**src/rtl/fir_out_decimator_if.sv**
```systemverilog
// Output-side bus of the FIR decimator stage.
//   valid_in / y_in      : FIR result strobe and value (producer -> decimator)
//   out_valid / out_ready: valid/ready handshake for the decimated samples
//   out_data             : decimated, rounded, saturated sample
//   sat_flag / drop_count: sticky overflow and FIFO-drop statistics
// modport slave is the decimator; modport master is its environment.
interface fir_out_decimator_if #(
  parameter int IN_W  = 19,
  parameter int OUT_W = 8
);
  logic             valid_in;
  logic [IN_W-1:0]  y_in;
  logic             out_valid;
  logic             out_ready;
  logic [OUT_W-1:0] out_data;
  logic             sat_flag;
  logic [7:0]       drop_count;

  modport slave (
    input  valid_in, y_in, out_ready,
    output out_valid, out_data, sat_flag, drop_count
  );

  modport master (
    output valid_in, y_in, out_ready,
    input  out_valid, out_data, sat_flag, drop_count
  );
endinterface

```
**src/rtl/fir_out_decimator.sv**
```systemverilog
// Downstream stage of the FIR filter: keeps one valid sample in every DECIM,
// rounds it (half up), shifts right by SHIFT, saturates to OUT_W bits and
// queues it in a small show-ahead FIFO behind a valid/ready port.
// Ports:
//   i_clock : rising-edge clock
//   i_reset : synchronous, active-high reset
//   bus     : fir_out_decimator_if.slave (input strobe/data, output handshake,
//             sticky sat_flag, saturating drop_count)
module fir_out_decimator #(
  parameter int IN_W       = 19,
  parameter int OUT_W      = 8,
  parameter int SHIFT      = 8,
  parameter int DECIM      = 4,
  parameter int FIFO_DEPTH = 4
) (
  input  logic                 i_clock,
  input  logic                 i_reset,
  fir_out_decimator_if.slave   bus
);

  localparam int PH_W  = (DECIM > 1) ? $clog2(DECIM) : 1;
  localparam int PTR_W = $clog2(FIFO_DEPTH);
  localparam int LVL_W = PTR_W + 1;

  localparam logic [IN_W:0]    RND   = {{IN_W{1'b0}}, 1'b1} << (SHIFT - 1);
  localparam logic [IN_W:0]    QMAX  = (IN_W + 1)'((1 << OUT_W) - 1);
  localparam logic [PH_W-1:0]  PH_MAX = PH_W'(DECIM - 1);
  localparam logic [LVL_W-1:0] LVL_FULL = LVL_W'(FIFO_DEPTH);

  // Sum is one bit wider than the input so the rounding constant never wraps.
  function automatic logic [IN_W:0] round_half_up(input logic [IN_W-1:0] y);
    logic [IN_W:0] sum;
    sum = {1'b0, y} + RND;
    return sum >> SHIFT;
  endfunction

  // Returns {saturated, value}.
  function automatic logic [OUT_W:0] saturate(input logic [IN_W:0] q);
    if (q > QMAX) return {1'b1, {OUT_W{1'b1}}};
    else          return {1'b0, q[OUT_W-1:0]};
  endfunction

  logic [PH_W-1:0]  r_phase;
  logic [LVL_W-1:0] r_level;
  logic [PTR_W-1:0] r_rd_ptr;
  logic [PTR_W-1:0] r_wr_ptr;
  logic [OUT_W-1:0] r_mem [FIFO_DEPTH];
  logic [OUT_W-1:0] r_out_data;
  logic             r_sat_flag;
  logic [7:0]       r_drop_count;

  logic             w_vld_p0;
  logic [OUT_W:0]   w_rs;
  logic [OUT_W-1:0] w_result;
  logic             w_sat;
  logic             w_full;
  logic             w_pop;
  logic             w_push;
  logic             w_drop;
  logic [PTR_W-1:0] w_rd_next;
  logic [LVL_W-1:0] w_level_next;
  logic [OUT_W-1:0] w_head_next;

  // Stage p0: decimation, rounding/saturation, FIFO admission
  assign w_vld_p0 = bus.valid_in && (r_phase == '0);
  assign w_rs     = saturate(round_half_up(bus.y_in));
  assign w_result = w_rs[OUT_W-1:0];
  assign w_sat    = w_rs[OUT_W];

  assign w_full = (r_level == LVL_FULL);
  assign w_pop  = (r_level != '0) && bus.out_ready;
  // A pop in the same cycle frees the slot, so a full FIFO can still accept.
  assign w_push = w_vld_p0 && (!w_full || w_pop);
  assign w_drop = w_vld_p0 && w_full && !w_pop;

  assign w_rd_next = w_pop ? (r_rd_ptr + PTR_W'(1)) : r_rd_ptr;

  always_comb begin
    w_level_next = r_level;
    if (w_push && !w_pop)      w_level_next = r_level + LVL_W'(1);
    else if (!w_push && w_pop) w_level_next = r_level - LVL_W'(1);
  end

  // The next head is the entry being written this edge only when the write
  // slot is where the read pointer lands (FIFO empty after this edge's pop).
  assign w_head_next = (w_push && (r_wr_ptr == w_rd_next)) ? w_result
                                                           : r_mem[w_rd_next];

  always_ff @(posedge i_clock) begin
    if (w_push) r_mem[r_wr_ptr] <= w_result;
  end

  // Stage p1: registered FIFO state and output port
  always_ff @(posedge i_clock) begin
    if (i_reset) begin
      r_phase      <= '0;
      r_level      <= '0;
      r_rd_ptr     <= '0;
      r_wr_ptr     <= '0;
      r_out_data   <= '0;
      r_sat_flag   <= 1'b0;
      r_drop_count <= '0;
    end else begin
      if (bus.valid_in) r_phase <= (r_phase == PH_MAX) ? '0 : r_phase + PH_W'(1);
      if (w_push) r_wr_ptr <= r_wr_ptr + PTR_W'(1);
      r_rd_ptr <= w_rd_next;
      r_level  <= w_level_next;
      // Holds the last shown value while the FIFO is empty.
      if (w_level_next != '0) r_out_data <= w_head_next;
      if (w_vld_p0 && w_sat) r_sat_flag <= 1'b1;
      if (w_drop && (r_drop_count != 8'hFF)) r_drop_count <= r_drop_count + 8'd1;
    end
  end

  assign bus.out_valid  = (r_level != '0);
  assign bus.out_data   = r_out_data;
  assign bus.sat_flag   = r_sat_flag;
  assign bus.drop_count = r_drop_count;

endmodule

```
**src/flat_wrapper.sv**
```systemverilog
// flat-port wrapper written by rule: the top's interface ports become plain ports
module fir_out_decimator_flat 
#(
  parameter int IN_W       = 19,
  parameter int OUT_W      = 8,
  parameter int SHIFT      = 8,
  parameter int DECIM      = 4,
  parameter int FIFO_DEPTH = 4
)
  (i_clock, i_reset, bus_valid_in, bus_y_in, bus_out_ready, bus_out_valid, bus_out_data, bus_sat_flag, bus_drop_count);
  fir_out_decimator_if #(.IN_W(IN_W), .OUT_W(OUT_W)) bus_i ();
  input  logic i_clock;
  input  logic i_reset;
  input wire logic [$bits(bus_i.valid_in)-1:0] bus_valid_in;
  input wire logic [$bits(bus_i.y_in)-1:0] bus_y_in;
  input wire logic [$bits(bus_i.out_ready)-1:0] bus_out_ready;
  output wire logic [$bits(bus_i.out_valid)-1:0] bus_out_valid;
  output wire logic [$bits(bus_i.out_data)-1:0] bus_out_data;
  output wire logic [$bits(bus_i.sat_flag)-1:0] bus_sat_flag;
  output wire logic [$bits(bus_i.drop_count)-1:0] bus_drop_count;
  assign bus_i.valid_in = bus_valid_in;
  assign bus_i.y_in = bus_y_in;
  assign bus_i.out_ready = bus_out_ready;
  assign bus_out_valid = bus_i.out_valid;
  assign bus_out_data = bus_i.out_data;
  assign bus_sat_flag = bus_i.sat_flag;
  assign bus_drop_count = bus_i.drop_count;
  fir_out_decimator #(.IN_W(IN_W), .OUT_W(OUT_W), .SHIFT(SHIFT), .DECIM(DECIM), .FIFO_DEPTH(FIFO_DEPTH)) u_core (.i_clock(i_clock), .i_reset(i_reset), .bus(bus_i));
endmodule
```
**config.mk**
```make
export PLATFORM = sky130hd
export DESIGN_NAME = fir_out_decimator_flat
export DESIGN_NICKNAME = d
export VERILOG_FILES = /design/src/rtl/fir_out_decimator_if.sv /design/src/rtl/fir_out_decimator.sv /design/src/flat_wrapper.sv
export SDC_FILE = /design/constraint.sdc
export NUM_CORES = 1
export LEC_CHECK = 0
export BUFFER_PORTS_ARGS = -buffer_cell sky130_fd_sc_hd__buf_2
export CELL_PAD_IN_SITES_DETAIL_PLACEMENT = 1
export CELL_PAD_IN_SITES_GLOBAL_PLACEMENT = 2
export CORE_UTILIZATION = 34
export DETAILED_ROUTE_END_ITERATION = 10
export HOLD_SLACK_MARGIN = 0.06
export PLACE_DENSITY_LB_ADDON = 0.1
export SYNTH_ARGS = -nofsm -noshare
export SYNTH_HDL_FRONTEND = slang
export SYNTH_SLANG_ARGS = --single-unit
```
**constraint.sdc**
```tcl
create_clock -name i_clock -period 1.9 [get_ports i_clock]
set_input_delay 0.38 -clock i_clock [delete_from_list [all_inputs] [get_ports i_clock]]
set_output_delay 0.38 -clock i_clock [all_outputs]
set_load 0.02 [all_outputs]
```
== Word-level counts from Yosys, hierarchy flattened ==
Memory sizes are Yosys's and may differ from the RTL's. A register that Yosys moved wholly into a read port is not among the register bits.
Cells that the tools add are included.

* Muxes and demuxes: 7
* Reductions and logical operators: 16
* Order comparisons: 1
* $add $sub $neg: 7
* Equal/unequal tests: 3

{| class="wikitable"
|+ Operators by type and width
! operator !! number
|-
| $add A19 B8 Y20 const B || 1
|-
| $gt A12 B8 Y1 const B || 1
|-
| $logic_and A1 B1 Y1 || 9
|-
| $mux W9 || 1
|-
| $add A8 B1 Y8 const B || 1
|-
| $ne A8 B8 Y1 const B || 1
|-
| $add A2 B1 Y2 const B || 3
|-
| $mux W3 || 2
|-
| $reduce_bool A3 Y1 || 2
|-
| $mux W2 || 2
|-
| $add A3 B1 Y3 const B || 1
|-
| $eq A3 B3 Y1 const B || 1
|-
| $logic_not A1 Y1 || 3
|-
| $sub A3 B1 Y3 const B || 1
|-
| $eq A2 B2 Y1 const B || 1
|-
| $logic_not A2 Y1 || 1
|-
| $mux W1 || 2
|-
| $logic_or A1 B1 Y1 || 1
|}

* Register bits: 18
* Memories: 1
* Output and inout bits: 18
* Bits in writable memories: 32
* Bits of input ports: 23
* Word-level logic and storage cells: 41

{| class="wikitable"
|+ Memory list
! name !! words !! bits a word !! read ports !! clocked after memory_dff !! wr ports !! RTL line !! text
|-
| u_core.r_mem || 4 || 8 || 1 || 1 || 1 || fir_out_decimator.sv:47 || <nowiki>logic [OUT_W-1:0] r_mem [FIFO_DEPTH];</nowiki>
|}

== Longest topological paths before layout ==
Gate-level depths: netlist (run 1).

* Depth in word-level cells: 9
* Gate-level depth with buffers: 10
* Gate-level depth less buffers: 9

== Worst setup path after synthesis (run 1) ==
No wires, ideal clock.

* Kind: register to register
* Start point: register u_core.r_level[0]
* End point: register u_core.r_out_data[0] (netlist: u_core.bus.out_data[0]), read port of u_core.r_mem
* Clock period less this slack: 2.120 ns
* Arrival time: 2.029 ns
* Stages on the path, launching flop included: 10
* Buffers on the path: 1
* Slack: -0.220 ns
* Path through: dfxtp_1 > inv_1 > ha_1 > nor2b_4 > or3_1 > and2_4 > buf_6 > mux4_2 > nand2_1 > a311oi_1

* Word-level cells in the longest chain between the ends: 9
* Elaborated cells between the ends (all ways): 16
* Those cells by class: add/sub (2); eq/ne (1); mux (3); reduce/logical (10)

{| class="wikitable"
|+ RTL lines
! element !! RTL line !! text
|-
| from (decl) || fir_out_decimator.sv:44 || <nowiki>logic [LVL_W-1:0] r_level;</nowiki>
|-
| from (signal assigned) || fir_out_decimator.sv:107 || <nowiki>r_level <= w_level_next;</nowiki>
|-
| $eq A3 B3 Y1 or $reduce_bool A3 Y1 (tied branches) || fir_out_decimator.sv:70, fir_out_decimator.sv:71 ||
|-
| $logic_not A1 Y1 or $logic_and A1 B1 Y1 (tied branches) || fir_out_decimator.sv:73, fir_out_decimator.sv:71 ||
|-
| $logic_or A1 B1 Y1 || fir_out_decimator.sv:73 || <nowiki>assign w_push = w_vld_p0 && (!w_full || w_pop);</nowiki>
|-
| $logic_and A1 B1 Y1 || fir_out_decimator.sv:73 ||
|-
| $logic_not A1 Y1 || fir_out_decimator.sv:81 || <nowiki>else if (!w_push && w_pop) w_level_next = r_level - LVL_W'(1);</nowiki>
|-
| $logic_and A1 B1 Y1 || fir_out_decimator.sv:81 ||
|-
| $mux W3 || fir_out_decimator.sv:81 ||
|-
| $mux W3 || fir_out_decimator.sv:80 || <nowiki>if (w_push && !w_pop) w_level_next = r_level + LVL_W'(1);</nowiki>
|-
| $reduce_bool A3 Y1 || fir_out_decimator.sv:109 || <nowiki>if (w_level_next != '0) r_out_data <= w_head_next;</nowiki>
|-
| to (decl) || fir_out_decimator.sv:48 || <nowiki>logic [OUT_W-1:0] r_out_data;</nowiki>
|}

Several ways; a longest one is shown, not always the timed one.
A chain may end at the register's enable or synchronous reset.

== Worst setup path in the final report (run 1) ==
* Start point: register u_core.r_level[1]
* End point: register u_core.r_out_data[7] (netlist: u_core.bus.out_data[7]), read port of u_core.r_mem

The elaborated chain is that of the path after synthesis.

==> metrics.txt, run 1 <==
outcome=finished with violations; failing checks=negative setup slack; Mapped Avg Cell Area=between 10 and 15 µm²; Non-Filler Instances=between 400 and 500; Post-Syn Area=~2800 µm²; TritonCTS clock tree=built; LEAKAGE=1.56 nW; clk_lat worst skew=~0.35 ns; Pwr Density=1340 nW/µm²; ys async rst share=0%; busiest grt layer=met2; Hold Crit Class=in2reg; Die H=92.9 µm; initial antenna violation count=0; drt pass-1 iters=4; diode count=0; Seq/Total Area, Yosys=52.7%; post-detailed-route count of antenna-violating nets=0; Layout Utilization=between 50% and 60%; Slew @ Worst Pin=0.613 ns; max_cap viols=0; CP Capture Type=register; Gate power share=a little over two fifths; final setup violation count=8; number of global-route vias before repair=~2200; Worst Reg2Reg Path Length in Cells=8; CTS Buf Count=9; drt total wl=7100 µm; Buf/Inv on CP=1; minimum clock period=roughly 2.0 ns; FF-to-FF End=u_core.bus.out_data[7]; fin worst setup slack=-0.120 ns; Clk Tree Root Cell=clkbuf_8; switch share=between 30% and 40%; Vias/cell=roughly 5; DRC viols=0; first-pass GRT wire length=between 10000 and 15000 µm; Max VDD drop=roughly 0.00043 V; Overall Global Routing Usage=18.1%; clk sink count=58; number of synthesized flops with an enable pin=32; Hold Vio Cnt, Final=0; CP Data Arrival Time=2.23 ns; crit-path cells=inv_2 -> ha_4 -> nor2b_4 -> or3_4 -> and2_4 -> mux4_2 -> nand2_2 -> a311oi_2; final instance area=about 3900 µm²; Pwr Total=around 5.3 mW; reg2reg setup slack=-0.12 ns; DP HPWL=between 4000 and 5000 µm; GRT overflow=0; Top-Level Pins=41; I/O Buffers=33; Core ar.=7850 µm²; Synth cell types=47; starting density of the core=between 30 and 40%; M2 GR Usage=a little under a third; met1 usage=a little over a fifth; clock share of power=27.0%; met3 Use GR=approximately 4.6%; DR vias=~2200; switching pwr=about 1.8 mW; Mapped Cells=around 250; CP max stage delay=0.44 ns; CP Class=reg2reg; sequential share of power=29.7%; setup_tns=-0.816 ns; cell-internal power=~3.5 mW; dpl cells=411; Hold Crit Depth=4; row count=32; nets=between 300 and 400; Startpoint Class=register; drt initial violations=85; #FFs+latches synth=slightly below 60; share of layout cells above drive strength 1=~44%; worst-case clock skew=about 0.0094 ns; WL per Instance=about 16 µm; Max Slew Vio Count=0; Critical Path Fanout Max=5; required time of the critical path=between 2 and 2.5 ns; final hold slack=0.459 ns; CTS H-tree lvls=3; Die Wd=around 93 µm; slowest CP cell=mux4_2; hold_buf cts=0; Yosys warnings=0; clock slew at reported path FFs=about 0.070 ns; crit share post-route=106%; largest net degree at the start of global routing=27; Slew HR=59.1%; min-delay src=bus_valid_in; Max Clk Rate=approximately 500 MHz; Worst Hold Endpoint=u_core.r_phase[1]; Syn Nets=279; ys flop type=edfxtp_1; Clock Path Buffers=2; Placed Area=between 3000 and 4000 µm²; Reg-to-Reg Start=u_core.r_level[1]; final RePlAce weighted congestion=0.730; CP top delay family=simple AND/OR/NAND/NOR gates; full die area=between 8000 and 9000 µm²; Area Overhead vs Synth=40.0%; pre-CTS WS=-0.235 ns; RSZ-0062 raised after global routing=yes
==> flip-flops by register name (all words and copies together), names as in the netlist <==
signal and count:
u_core.r_mem 32, u_core.bus.drop_count 8, u_core.bus.out_data 8, u_core.r_level 3, u_core.r_phase 2, u_core.r_rd_ptr 2
u_core.r_wr_ptr 2, u_core.bus.sat_flag 1
==> area by class of cell <==
cell class | count | area, µm²
inverters | 11 | 41.3
well taps | 102 | 128
clock buffers | 9 | 124
multi-input cells | 171 | 1430
flip-flops and latches | 58 | 1490
clock inverters | 7 | 125
fillers | 864 | 3910
repair buffers | 79 | 607
==> cell usage in the layout (no fill, tap or decap), drive strengths merged, types with 2 or more instances in the layout <==
master and n:
or3 4, ha 11, o31a 2, nand3 10
buf 79, nor2 29, mux2i 6, edfxtp 32
o21ai 4, inv 12, nand2 33, and2 6
bufinv 3, a311oi 9, xnor2 10, and2b 2
a211o 2, clkinv 3, a21oi 4, and4 3
xor2 5, clkbuf 9, dfxtp 26, nor3 4
nand4 5, mux4 7, nor2b 4
==> worst min-delay path, delay by kind of cell <==
kind	cells	cell delay [ns]
buffers and inverters	2	0.24
muxes	1	0.07
and+or+nand+nor	1	0.08
==> routing by layer <==
| metal | part of all wire [%] | vias to the layer above |
|---|---|---|
| met5 | 0 | - |
| met4 | 1.8 | 0 |
| met3 | 3.0 | 11 |
| met1 | 45 | 1080 |
| met2 | 50 | 39 |
| li1 | - | 1063 |
==> worst max-delay path by stage <==
stage | end | cells past startpoint | slack [ns] | start
2_1_floorplan | u_core.bus.out_data[0] | 9 | -0.07 | u_core.r_level[0]
3_3_place_gp | u_core.bus.out_data[1] | 8 | -0.15 | u_core.r_level[1]
3_5_place_dp | u_core.bus.out_data[1] | 8 | -0.23 | u_core.r_level[1]
4_1_cts | u_core.bus.out_data[4] | 10 | -0.1 | u_core.r_level[0]
5_1_grt | u_core.bus.out_data[4] | 9 | -0.20 | u_core.r_level[1]
6_report | u_core.bus.out_data[7] | 8 | -0.12 | u_core.r_level[1]
==> power groups by stage <==
stage | clock network (mW) | registers, mW | logic, mW
floorplan | 0 | 1.69 | 1.04
global placement | 0 | 1.58 | 1.67
detailed placement | 0 | 1.59 | 1.71
CTS | 1.46 | 1.57 | 2.21
global route | 1.52 | 1.59 | 2.48
finish | 1.43 | 1.57 | 2.29
==> logic make-up (layout without fill, tap and decap cells) <==
family	count (synthesis)	in the layout	share of synthesized area, %
compound gates	28	29	8.23
xor+xnor	15	15	5.34
fa+ha+maj	11	11	4.90
buf+inv	18	106	3.20
flops	58	58	52.7
mux	13	13	7.74
simple gates	102	103	17.9
==> synthesized netlist by cell type, drive strengths merged (5+ instances only) <==
| master | instances | share of area, % |
|---|---|---|
| a311oi | 9 | 2.8 |
| and2 | 5 | 1.2 |
| dfxtp | 26 | 19 |
| edfxtp | 32 | 34 |
| ha | 11 | 4.9 |
| inv | 11 | 1.5 |
| mux2i | 6 | 2.1 |
| mux4 | 7 | 5.6 |
| nand2 | 33 | 4.5 |
| nand3 | 10 | 2.0 |
| nand4 | 5 | 1.1 |
| nor2 | 29 | 3.9 |
| xnor2 | 10 | 3.1 |
| xor2 | 5 | 2.2 |
==> repair_timing <==
| action | CTS | global route |
|---|---|---|
| resized for setup | 21 | 21 |
| hold endpoints to repair | 0 | 0 |
| buffers inserted | 3 | 6 |
| cloned | 3 | 0 |
| endpoints found under the setup margin | 8 | 43 |
| pin swaps | 17 | 19 |
Note: power is estimated with default switching activity, not from simulation.
==> run 2: changes to the inputs <==
Settings changed: CORE_MARGIN from default to 2.
==> run 2 against run 1 <==
- the flow still finishes with violations (negative setup slack)
- total power down 2.2%
- utilization down 1.5 points
- clock-buffer cell count unchanged
- hold slack worse by 0.0047 ns
- routed wire length grew 1.7%
- combinational power barely moved
- clock skew about the same
- via count up 0.18%
- die area is 4.4% higher
- sequential power about the same
- final area up 0.60%
- critical path depth is the same
==> metrics.txt, run 2 (same netlist as run 1, synthesis figures left out) <==
outcome=finished with violations; failing checks=negative setup slack; starting density of the core=around a third; Max Clk Rate=499 MHz; crit-path cells=inv_2 -> ha_4 -> nor2b_4 -> or3_4 -> and2_4 -> mux4_2 -> nand2_1 -> a311oi_2; crit share post-route=105%; drt initial violations=60; pre-CTS WS=-0.227 ns; Vias/cell=between 4 and 5; Clock Path Buffers=2; diode count=0; Slew HR=56.8%; clock slew at reported path FFs=approximately 0.080 ns; WL per Instance=16.2 µm; first-pass GRT wire length=roughly 11000 µm; Non-Filler Instances=around 450; Startpoint Class=register; drt pass-1 iters=4; CP max stage delay=between 0.4 and 0.5 ns; nets=roughly 370; hold_buf cts=0; fin worst setup slack=-0.104 ns; CP Class=reg2reg; Hold Crit Class=in2reg; DRC viols=0; RSZ-0062 raised after global routing=yes; required time of the critical path=about 2.1 ns; post-detailed-route count of antenna-violating nets=0; clk_lat worst skew=between 0.3 and 0.4 ns; CP Data Arrival Time=2.20 ns; Slew @ Worst Pin=0.648 ns; I/O Buffers=33; drt total wl=7220 µm; Overall Global Routing Usage=approximately 17%; Area Overhead vs Synth=40.8%; DP HPWL=around 4700 µm; CP Capture Type=register; Critical Path Fanout Max=5; initial antenna violation count=0; Hold Vio Cnt, Final=0; CTS H-tree lvls=3; Max Slew Vio Count=0; Die Wd=approximately 95 µm; Layout Utilization=roughly half; Top reg by flops=u_core.r_mem; slowest CP cell=mux4_2; Largest register FFs=32; max_cap viols=0; Core ar.=8130 µm²; TritonCTS clock tree=built; full die area=roughly 9000 µm²; LEAKAGE=approximately 1.6 nW; worst-case clock skew=0.00987 ns; number of global-route vias before repair=approximately 2200; DR vias=approximately 2200; minimum clock period=2.00 ns; final setup violation count=8; GRT overflow=0; Pwr Density=between 1000 and 1500 nW/µm²; register area=1490 µm²; share of layout cells above drive strength 1=46.5%; final RePlAce weighted congestion=approximately 0.72; # fillers=895; reg2reg setup slack=-0.10 ns; CTS Buf Count=9; most frequent cells in the layout=buf_4 (42), buf_2 (33), edfxtp_1 (32); dpl cells=approximately 420; Top-Level Pins=just over 40; Clk Tree Root Cell=clkbuf_8; clk sink count=58; row count=33; most common cell after layout, fill and taps aside=buf_4; Max VDD drop=roughly 0.00048 V; Die H=94.9 µm; largest net degree at the start of global routing=27; Multi-input gate area=~1400 µm²
run 2: changes by cell type in the layout (fill, tap and decap cells not counted), sizes merged:
| cell | delta |
|---|---|
| clkinv | -2 |
| clkinvlp | +2 |
| inv | +1 |
| bufinv | -1 |
| buf | +6 |
| o31a | -1 |
run 2: critical path, delay by kind of cell, from the launching register on:
family / cells / cell delay (ns)
DFF: 1 / 0.34
buffers and inverters: 1 / 0.05
muxes: 1 / 0.44
adders and majority gates: 1 / 0.16
and+or+nand+nor: 4 / 0.78
AOI/OAI and AO/OA: 1 / 0.08
run 2: final cells by class:
cell class              count  area share (%)
well taps                 105            3.32
flip-flops and latches     58            37.5
inverters                  11            1.04
clock inverters             7            2.56
repair buffers             85            16.8
clock buffers               9            3.13
multi-input cells         170            35.7
run 2: power breakdown:
group          leakage (nW)  internal, mW  total, mW  switching (mW)
logic                 0.965          1.17       2.29            1.12
registers             0.489          1.48       1.57          0.0926
clock network         0.106         0.749       1.30           0.553
run 2: through the flow:
step                      instance area, µm²  TNS, ns  power (mW)  hold slack [ns]
after CTS                               3880   -0.570        5.18            0.445
final                                   3960   -0.717        5.17            0.454
after global placement                  3460    -1.16        3.27            0.446
after global routing                    3960    -1.49        5.47            0.478
after floorplan                         2830   -0.545        2.73            0.482
after detailed placement                3460    -1.64        3.31            0.462
run 2: path summary, 6_finish.rpt:
check | end | startpoint | cells past startpoint
worst min-delay path | u_core.r_phase[0] | bus_valid_in | 4
worst min register to register | u_core.bus.sat_flag | u_core.bus.sat_flag | 2
worst max-delay path | u_core.bus.out_data[0] | u_core.r_level[1] | 8
worst max register to register | u_core.bus.out_data[0] | u_core.r_level[1] | 8
run 2: layer usage:
layer	vias up	track usage [%]	part of all wire, %
met5	-	0	0
met3	15	3.43	3.0
li1	1066	-	-
met1	1077	20.7	45
met2	39	28.8	49
met4	0	8.57	2.6
run 2: repair_timing:
action,in CTS,in global routing
pin swaps,14,15
gates resized for setup,17,22
cloned,2,0
setup buffers,6,3
endpoints found under the setup margin,8,42
